==> src/rtl/mem_arb.sv <==
// Two-port arbiter for the single-port data memory: CPU has fixed priority, io is forced through after STARVE_MAX denied cycles.
// Optional debug counters (conflict_cnt, force_cnt) are compiled in with `define MEM_ARB_STATS_EN.
module mem_arb #(
    parameter int AW         = 8,
    parameter int DW         = 26,
    parameter int STARVE_MAX = 3
) (
    input  logic          clk,
    input  logic          rst,
    input  logic          cpu_req,
    input  logic          cpu_we,
    input  logic [AW-1:0] cpu_addr,
    input  logic [DW-1:0] cpu_wdata,
    output logic          cpu_gnt,
    output logic          cpu_stall,
    output logic          cpu_rvalid,
    output logic [DW-1:0] cpu_rdata,
    input  logic          io_req,
    input  logic          io_we,
    input  logic [AW-1:0] io_addr,
    input  logic [DW-1:0] io_wdata,
    output logic          io_gnt,
    output logic          io_rvalid,
    output logic [DW-1:0] io_rdata,
`ifdef MEM_ARB_STATS_EN
    output logic [15:0]   conflict_cnt,
    output logic [7:0]    force_cnt,
`endif
    output logic          mem_we,
    output logic [AW-1:0] mem_addr,
    output logic [DW-1:0] mem_wdata,
    input  logic [DW-1:0] mem_rdata
);

    localparam logic [3:0] SMAX = 4'(STARVE_MAX);

    logic [3:0] starve_cnt;
    logic       force_io;
    logic       rd_owner_c;
    logic       rd_owner_i;

    assign force_io  = (starve_cnt >= SMAX);
    assign io_gnt    = io_req & (~cpu_req | force_io);
    assign cpu_gnt   = cpu_req & ~io_gnt;
    assign cpu_stall = cpu_req & ~cpu_gnt;

    // Idle cycles present the CPU bus so the memory inputs stay deterministic
    assign mem_addr  = io_gnt ? io_addr : cpu_addr;
    assign mem_wdata = io_gnt ? io_wdata : cpu_wdata;
    assign mem_we    = ~rst & ((cpu_gnt & cpu_we) | (io_gnt & io_we));

    // A reset landing on the return cycle kills the pending rvalid
    assign cpu_rvalid = rd_owner_c & ~rst;
    assign io_rvalid  = rd_owner_i & ~rst;
    assign cpu_rdata  = mem_rdata;
    assign io_rdata   = mem_rdata;

    always_ff @(posedge clk) begin
        if (rst) begin
            starve_cnt <= 4'd0;
            rd_owner_c <= 1'b0;
            rd_owner_i <= 1'b0;
        end else begin
            rd_owner_c <= cpu_gnt & ~cpu_we;
            rd_owner_i <= io_gnt & ~io_we;
            if (~io_req | io_gnt)
                starve_cnt <= 4'd0;
            else if (starve_cnt != 4'hF)
                starve_cnt <= starve_cnt + 4'd1;
        end
    end

`ifdef MEM_ARB_STATS_EN
    always_ff @(posedge clk) begin
        if (rst) begin
            conflict_cnt <= 16'd0;
            force_cnt    <= 8'd0;
        end else begin
            if (cpu_req & io_req & (conflict_cnt != 16'hFFFF))
                conflict_cnt <= conflict_cnt + 16'd1;
            if (io_gnt & force_io & (force_cnt != 8'hFF))
                force_cnt <= force_cnt + 8'd1;
        end
    end
`endif

endmodule

==> config.mk <==
export PLATFORM = sky130hd
export DESIGN_NAME = mem_arb
export DESIGN_NICKNAME = d
export VERILOG_FILES = /design/src/rtl/mem_arb.sv
export SDC_FILE = /design/constraint.sdc
export NUM_CORES = 1
export LEC_CHECK = 0
export BUFFER_PORTS_ARGS = -buffer_cell sky130_fd_sc_hd__buf_2
export CORE_AREA = 2 2 74 76
export DETAILED_ROUTE_END_ITERATION = 16
export DIE_AREA = 0 0 76 78
export PLACE_DENSITY = 0.64
export SETUP_SLACK_MARGIN = 0.5
export SKIP_CTS_REPAIR_TIMING = 1
export SLEW_MARGIN = 30
export SYNTH_ARGS = -nofsm -noshare
export SYNTH_HDL_FRONTEND = slang
export SYNTH_SLANG_ARGS = --single-unit
==> constraint.sdc <==
create_clock -name clk -period 3.2 [get_ports clk]
set_clock_uncertainty 0.15 [all_clocks]
set_input_delay 0.16 -clock clk [delete_from_list [all_inputs] [get_ports clk]]
set_output_delay 0.16 -clock clk [all_outputs]
set_load 0.05 [all_outputs]
==> impl_metrics.json, run 1 <==
{
  "yosys.cell_count.top_type": "sky130_fd_sc_hd__buf_4",
  "num_rows": 26,
  "nets": 282,
  "pwr_density_cell_nw_per_um2": 354,
  "netlist_top_cells_area": "sky130_fd_sc_hd__buf_4, sky130_fd_sc_hd__mux2_2, sky130_fd_sc_hd__dfxtp_1, sky130_fd_sc_hd__buf_6, sky130_fd_sc_hd__o41ai_4",
  "synth_top_area_share_pct": 36.7,
  "drt-total-wl_um": 2840,
  "async_reset_ff_share_pct": 0,
  "pin_count_of_the_biggest_net_entering_global_routing": 38,
  "criticalPathCategory": "flop to output port",
  "max_freq_ghz": 0.430,
  "final_max_slew_viol_count": 0,
  "worst_skew_pair.late_latency_ns": 0.22,
  "grt_pass1_vias": 878,
  "critical_path.top_delay_family": "buffers and inverters",
  "leakage_nw": 0.732,
  "initialDrtViolationCount": 16,
  "met3_routed_wl_um": 306,
  "wl_on_met1_um": 950,
  "setup_tns_ns": 0,
  "drtAntennaViolNets": 0,
  "crit_path_start_kind": "flop",
  "min_path_type": "input pin to flop",
  "floorplan.die.width_um": 76,
  "route.vias.total": 946,
  "timing.critical_path.required_ns": 2.89,
  "report.final.setup_viol": 0,
  "filler_cell_count": 534,
  "synthDominantAreaCellType": "sky130_fd_sc_hd__buf_4",
  "reg2reg_setup_slack_ns": 1.53,
  "h-tree-depth": 1,
  "synthesis.instances": 114,
  "cpMaxStageDelayCell": "sky130_fd_sc_hd__buf_4",
  "crit_path_max_incr_delay_ns": 0.45,
  "globalRoute.totalOverflow": 0,
  "timing.max_cap.violations": 0,
  "gp_routability_congestion": 0.780,
  "clk_root_buffer_cell": "sky130_fd_sc_hd__clkbuf_8",
  "area_growth_syn_to_layout_pct": 28.3,
  "vias_per_cell": 3.80,
  "postSynthRegisterBits": 6,
  "detailedPlacementHpwl_um": 2450,
  "clock_sink_count": 6,
  "cp.buffers_inverters": 2,
  "detailedRoute.firstPassIterationCount": 2,
  "status": "finished clean",
  "floorplan.die_area_sq_um": 5930,
  "path_max_fanout": 37,
  "crit_chain": "ha_1 -> o41ai_4 -> buf_4 -> mux2_2 -> buf_2",
  "hold_violations": 0,
  "cts_max_path_buffers": 2,
  "power.total_w": 0.000484,
  "cp-end-kind": "output port",
  "met2_length_um": 1560,
  "cp_data_arrival_time_ns": 2.02,
  "n_antenna_cell": 0,
  "global_route_wire_length_before_repair_um": 4130,
  "final_period_minus_worst_setup_slack_ns": 2.33,
  "tritoncts": "built",
  "ys_types": 17,
  "boundaryPins": 192,
  "antenna_found_initial": 0,
  "syn_area_per_cell_sq_um": 9.34,
  "routed_wire_length_per_instance_um": 11.4,
  "ys_top_cells_by_count": "sky130_fd_sc_hd__buf_4, sky130_fd_sc_hd__mux2_2, sky130_fd_sc_hd__dfxtp_1",
  "rsz_0062_raised_after_global_routing": "no",
  "synth_edf_count": 0,
  "synth_area_sq_um": 1060,
  "synth_top_flop_cell": "sky130_fd_sc_hd__dfxtp_1",
  "clk_pin_slew_worst_paths_ns": 0.04,
  "grtUsageTotal_pct": 8.55,
  "highest-signal-layer": "met4",
  "die-height_um": 78,
  "io_buffers": 113,
  "core_area_sq_um": 5040,
  "vdd.ir_drop.worst_v": 0.000153,
  "floorplan.initialDensity_pct": 21.1,
  "synth_warnings": 0,
  "synth_sequential_area_ratio_pct": 11.3,
  "drc": 0,
  "fin_crit_sh_pct": 72.7,
  "tritoncts.num_buffers": 3,
  "drive_above_1_share_pct": 86.6
}
final cells by class:
type / instances / area [sq um] / area share, %
Timing Repair Buffer: 116 / 593 / 43.4
Tap cell: 70 / 87.6 / 6.41
Sequential cell: 6 / 120 / 8.79
Multi-Input combinational cell: 51 / 513 / 37.5
Clock buffer: 3 / 41.3 / 3.02
Inverter: 3 / 11.3 / 0.824
per-stage QoR:
step                      cell area (sq um)  setup slack, ns  hold WS, ns  instances  util, %
after detailed placement               1310             1.09        0.170        244     25.9
after floorplan                        1070            0.667       0.0823        115        -
after global routing                   1370            0.779       0.0402        249     27.1
after global placement                 1310             1.12        0.170        244     25.9
final                                  1370            0.874       0.0407        249     27.1
after CTS                              1350            0.853      -0.0302        247     26.7
path summary, 6_finish.rpt:
kind | startpoint | endpoint | cells after the start
worst max-delay path | starve_cnt[0] | mem_wdata[5] | 5
worst min-delay path | rst | rd_owner_c | 2
worst max register to register | starve_cnt[0] | rd_owner_c | 5
worst min register to register | starve_cnt[0] | starve_cnt[0] | 1
cell families after synthesis:
group	synth area share, %
compound gates	2.59
other cells	0.352
mux	36.9
buf+inv	40.9
flops	11.3
simple gates	6.82
fa+ha+maj	1.17
state kept, by name, summed over array words and instances, names as in the netlist:
| signal | flops |
|---|---|
| rd_owner_c | 1 |
| rd_owner_i | 1 |
| starve_cnt | 4 |
power breakdown:
group          leakage [nW]  internal (W)  switching (W)
registers            0.0494     0.0000778     0.00000163
clock network        0.0216     0.0000805      0.0000293
logic                 0.661     0.0000983       0.000197
layout by cell type (no fill, tap or decap), drive strengths merged:
cell         netlist  layout
buf               55     114
clkbuf             0       3
conb               1       2
dfxtp              6       6
dlygate4sd3        0       2
ha                 1       1
inv                3       3
mux2              34      34
mux2i              1       1
nand2b             1       1
nand3b             1       1
nand4b             1       1
nor2               4       4
nor2b              2       2
nor3               2       2
nor4               1       1
o41ai              1       1
per-layer routing:
| metal | track usage [%] | vias to the layer above |
|---|---|---|
| li1 | - | 462 |
| met3 | 2.91 | 2 |
| met5 | 0 | - |
| met4 | 3.64 | 0 |
| met2 | 16.1 | 71 |
| met1 | 8.60 | 411 |
No activity file was read; power rests on OpenSTA's default activity.
==> run 2, diff against run 1 <==
==> constraint.sdc (replaced) <==
create_clock -name clk -period 2.4 [get_ports clk]
set_clock_uncertainty 0.15 [all_clocks]
set_input_delay 0.12 -clock clk [delete_from_list [all_inputs] [get_ports clk]]
set_output_delay 0.12 -clock clk [all_outputs]
set_load 0.05 [all_outputs]
==> impl_metrics.json, run 2 (synthesis results as in run 1) <==
{
  "vdd.ir_drop.worst_v": 0.000149,
  "leakage_nw": 0.914,
  "tritoncts.num_buffers": 3,
  "fin_crit_sh_pct": 85.9,
  "crit_path_start_kind": "flop",
  "cp_data_arrival_time_ns": 1.79,
  "timing.critical_path.required_ns": 2.13,
  "routed_wire_length_per_instance_um": 11.9,
  "detailedRoute.firstPassIterationCount": 4,
  "tritoncts": "built",
  "worst_hold_slack_ns": -0.00689,
  "detailedPlacementHpwl_um": 2410,
  "h-tree-depth": 1,
  "global_route_wire_length_before_repair_um": 4210,
  "drc": 0,
  "grtUsageTotal_pct": 8.74,
  "status": "complete, but fails checks",
  "min_path_type": "input pin to flop",
  "max_ffs_per_register": 4,
  "largest_register": "starve_cnt",
  "drtAntennaViolNets": 0,
  "pwr_density_cell_nw_per_um2": 433,
  "grt_pass1_vias": 974,
  "area_growth_syn_to_layout_pct": 60.6,
  "gp_routability_congestion": 0.754,
  "floorplan.die.width_um": 76,
  "hold_violations": 1,
  "drt-total-wl_um": 3020,
  "filler_cell_count": 515,
  "clk_root_buffer_cell": "sky130_fd_sc_hd__clkbuf_8",
  "final_period_minus_worst_setup_slack_ns": 2.06,
  "die-height_um": 78,
  "cp-startpoint": "starve_cnt[0]",
  "floorplan.die_area_sq_um": 5930,
  "pin_count_of_the_biggest_net_entering_global_routing": 25,
  "setup_tns_ns": 0,
  "max_freq_ghz": 0.485,
  "antenna_found_initial": 0,
  "io_buffers": 113,
  "worst_skew_pair.late_latency_ns": 0.22,
  "report.final.setup_viol": 0,
  "n_antenna_cell": 0,
  "top_regs": "starve_cnt (4), rd_owner_c (1), rd_owner_i (1)",
  "critical_path.reg2reg.startpoint": "starve_cnt[0]",
  "floorplan.initialDensity_pct": 21.1,
  "final-seq-area_sq_um": 121,
  "vias_per_cell": 3.98,
  "rsz_0062_raised_after_global_routing": "yes",
  "finish.utilization_pct": 33.9,
  "final_max_slew_viol_count": 0,
  "cp-end-kind": "output port",
  "criticalPathCategory": "flop to output port",
  "timing.max_cap.violations": 0,
  "drive_above_1_share_pct": 89.1,
  "core_area_sq_um": 5040,
  "hp-start": "rst",
  "route.vias.total": 1007,
  "most_common_cell_after_layout_fill_and_taps_aside": "sky130_fd_sc_hd__buf_2",
  "cts_max_path_buffers": 2,
  "clk_pin_slew_worst_paths_ns": 0.04,
  "final_cell_mix": "sky130_fd_sc_hd__buf_2, sky130_fd_sc_hd__mux2_4, sky130_fd_sc_hd__buf_6, sky130_fd_sc_hd__buf_4, sky130_fd_sc_hd__mux2_2",
  "initialDrtViolationCount": 22,
  "num_rows": 26,
  "multi_input_area_sq_um": 628,
  "failing_checks": "hold timing",
  "globalRoute.totalOverflow": 0,
  "clock_sink_count": 6,
  "boundaryPins": 192,
  "nets": 286,
  "path_max_fanout": 13
}
## run 2: path summary, 6_finish.rpt
check | cells after the start | slack (ns) | end
max reg2reg | 6 | 0.96 | rd_owner_c
min | 2 | -0.007 | rd_owner_c
min reg2reg | 1 | 0.28 | starve_cnt[0]
max | 6 | 0.34 | mem_wdata[13]
## run 2: area by class of cell
type | count | share of cell area, %
sequential | 6 | 7.10
tap | 70 | 5.12
timing repair buffer | 120 | 47.3
clock buffer | 3 | 2.41
inverter | 3 | 1.39
multi-input combinational | 51 | 36.7
## run 2: per-layer routing
| layer | wire (um) | track usage (%) | share of wire (%) |
|---|---|---|---|
| met5 | 0 | 0 | 0 |
| met1 | 923 | 7.06 | 31 |
| met3 | 411 | 4.19 | 14 |
| met4 | 52 | 4.55 | 1.7 |
| met2 | 1630 | 17.3 | 54 |
## run 2: through the flow
stage	hold WS, ns	cells	instance area (sq um)	power, W	worst slack [ns]
floorplan	0.0423	115	1190	0.000655	0.350
global placement	0.0905	245	1450	0.000531	0.436
detailed placement	0.0905	245	1450	0.000533	0.383
CTS	-0.0786	248	1490	0.000686	0.134
global route	0.00119	253	1710	0.000778	0.296
finish	-0.00689	253	1710	0.000741	0.337
## run 2: critical path, stage by stage, from the launching register on
cell and delay, ns:
sky130_fd_sc_hd__dfxtp_2 0.33, sky130_fd_sc_hd__ha_4 0.17, sky130_fd_sc_hd__o41ai_4 0.21, sky130_fd_sc_hd__buf_6 0.19
sky130_fd_sc_hd__buf_12 0.16, sky130_fd_sc_hd__mux2_4 0.30, sky130_fd_sc_hd__clkbuf_4 0.21
## run 2: report_power, final
group	switching, W	internal, W
logic	0.000279	0.000208
registers	0.00000229	0.000104
clock network	0.0000406	0.000108
total	0.000322	0.000419
==> run 3, diff against run 2 <==
==> constraint.sdc (replaced) <==
create_clock -name clk -period 2 [get_ports clk]
set_clock_uncertainty 0.15 [all_clocks]
set_input_delay 0.1 -clock clk [delete_from_list [all_inputs] [get_ports clk]]
set_output_delay 0.1 -clock clk [all_outputs]
set_load 0.05 [all_outputs]
==> impl_metrics.json, run 3 (synthesis results as in run 1) <==
{
  "status": "complete, but fails checks",
  "failing_checks": "setup timing",
  "final-seq-area_sq_um": 121,
  "pwr_density_cell_nw_per_um2": 496,
  "top_regs": "starve_cnt (4), rd_owner_c (1), rd_owner_i (1)",
  "fin_crit_sh_pct": 101,
  "n_antenna_cell": 0,
  "antenna_found_initial": 0,
  "die-height_um": 78,
  "h-tree-depth": 1,
  "setup_ws_ns": -0.0282,
  "nets": 292,
  "largest_register": "starve_cnt",
  "final_period_minus_worst_setup_slack_ns": 2.03,
  "boundaryPins": 192,
  "filler_cell_count": 490,
  "min_path_type": "input pin to output port",
  "drtAntennaViolNets": 0,
  "cp-end-kind": "output port",
  "most_common_cell_after_layout_fill_and_taps_aside": "sky130_fd_sc_hd__buf_2",
  "cp_data_arrival_time_ns": 1.78,
  "drc": 0,
  "criticalPathCategory": "flop to output port",
  "initialDrtViolationCount": 9,
  "hold-path-cell-count": 0,
  "num_rows": 26,
  "floorplan.die_area_sq_um": 5930,
  "cp.depth": 6,
  "routed_wire_length_per_instance_um": 13.3,
  "cpMaxStageDelayCell": "sky130_fd_sc_hd__dfxtp_2",
  "max_freq_ghz": 0.493,
  "critical_path.top_delay_family": "buffers and inverters",
  "clk_root_buffer_cell": "sky130_fd_sc_hd__clkbuf_8",
  "floorplan.initialDensity_pct": 21.1,
  "crit_path_max_incr_delay_ns": 0.33,
  "cts_max_path_buffers": 2,
  "route.vias.total": 1026,
  "crit_chain": "ha_4 -> o41ai_4 -> buf_6 -> clkbuf_16 -> mux2_4 -> buf_8",
  "detailedRoute.firstPassIterationCount": 4,
  "setup_tns_ns": -0.329,
  "leakage_nw": 1.03,
  "worst_skew_pair.late_latency_ns": 0.22,
  "detailedPlacementHpwl_um": 2350,
  "share_seq_of_total_power_pct": 13.0,
  "hold_violations": 0,
  "swShare_pct": 41.9,
  "power.switching_w": 0.000411,
  "timing.max_cap.violations": 0,
  "rsz_0062_raised_after_global_routing": "yes",
  "pin_count_of_the_biggest_net_entering_global_routing": 26,
  "final_cell_mix": "sky130_fd_sc_hd__buf_2, sky130_fd_sc_hd__buf_6, sky130_fd_sc_hd__mux2_4, sky130_fd_sc_hd__mux2_2, sky130_fd_sc_hd__buf_8",
  "clk_pin_slew_worst_paths_ns": 0.03,
  "cellInternalPower_w": 0.000570,
  "cp.buffers_inverters": 3,
  "p_comb_share_pct": 69.0,
  "power.total_w": 0.000981,
  "grt_pass1_vias": 957,
  "floorplan.die.width_um": 76,
  "final_max_slew_viol_count": 0,
  "drt-total-wl_um": 3440,
  "r2r.worst_path.cells": 7,
  "vias_per_cell": 3.96,
  "grtUsageTotal_pct": 8.20,
  "global_route_wire_length_before_repair_um": 4010,
  "tritoncts.num_buffers": 3,
  "tritoncts": "built",
  "path_max_fanout": 6,
  "clock_power_share_pct": 18.0,
  "clock_sink_count": 6,
  "area_growth_syn_to_layout_pct": 85.8,
  "max_ffs_per_register": 4,
  "io_buffers": 113,
  "report.final.setup_viol": 25,
  "crit_path_start_kind": "flop",
  "vdd.ir_drop.worst_v": 0.000236,
  "core_area_sq_um": 5040,
  "multi_input_area_sq_um": 659,
  "drive_above_1_share_pct": 89.9,
  "timing.critical_path.required_ns": 1.75,
  "gp_routability_congestion": 0.733,
  "globalRoute.totalOverflow": 0
}
-- run 3: cell count changes in the layout (fill, tap and decap cells not counted), sizes merged --
cell | before | now
dlygate4sd3 | 2 | 3
buf | 115 | 120
-- run 3: final cells by class --
type | instances | share of cell area, %
Tap cell | 70 | 4.43
Timing Repair Buffer | 126 | 52.8
Inverter | 3 | 1.20
Clock buffer | 3 | 2.09
Multi-Input combinational cell | 51 | 33.3
Sequential cell | 6 | 6.14
-- run 3: worst register-to-register path: cells and delay by family, from the launching register on --
family	cells	cell delay (ns)
simple gates	1	0.14
compound gates	1	0.21
fa+ha+maj	1	0.16
flops	1	0.33
buf+inv	4	0.52
-- run 3: metal layers --
layer | global-route usage, % | vias up | wire, um
met1 | 7.40 | 456 | 1180
met3 | 3.02 | 8 | 357
met5 | 0 | - | 0
li1 | - | 478 | -
met4 | 3.82 | 0 | 46
met2 | 16.2 | 84 | 1850
-- run 3: final timing paths --
check | start | end | slack (ns)
setup reg to reg | starve_cnt[0] | rd_owner_c | 0.41
hold / removal | mem_rdata[11] | cpu_rdata[11] | 0.05
setup / recovery | starve_cnt[0] | mem_addr[1] | -0.03
hold reg to reg | starve_cnt[0] | starve_cnt[0] | 0.28
-- run 3: metrics by stage --
stage | cells | instance area [sq um] | util (%) | setup WS [ns] | hold slack (ns)
after floorplan | 115 | 1190 | - | -0.0297 | 0.0223
after global placement | 245 | 1450 | 28.8 | 0.0255 | 0.0505
after detailed placement | 245 | 1450 | 28.8 | 0.00717 | 0.0505
after CTS | 248 | 1490 | 29.6 | -0.225 | -0.0948
after global routing | 259 | 1980 | 39.2 | -0.0916 | 0.0501
final | 259 | 1980 | 39.2 | -0.0282 | 0.0500
-- run 3: power groups by stage --
stage | sequential, W | clock, W | combinational, W
floorplan | 0.000129 | 0 | 0.000658
global placement | 0.000129 | 0 | 0.000510
detailed placement | 0.000129 | 0 | 0.000512
CTS | 0.000127 | 0.000182 | 0.000513
global route | 0.000128 | 0.000193 | 0.000705
finish | 0.000127 | 0.000177 | 0.000677
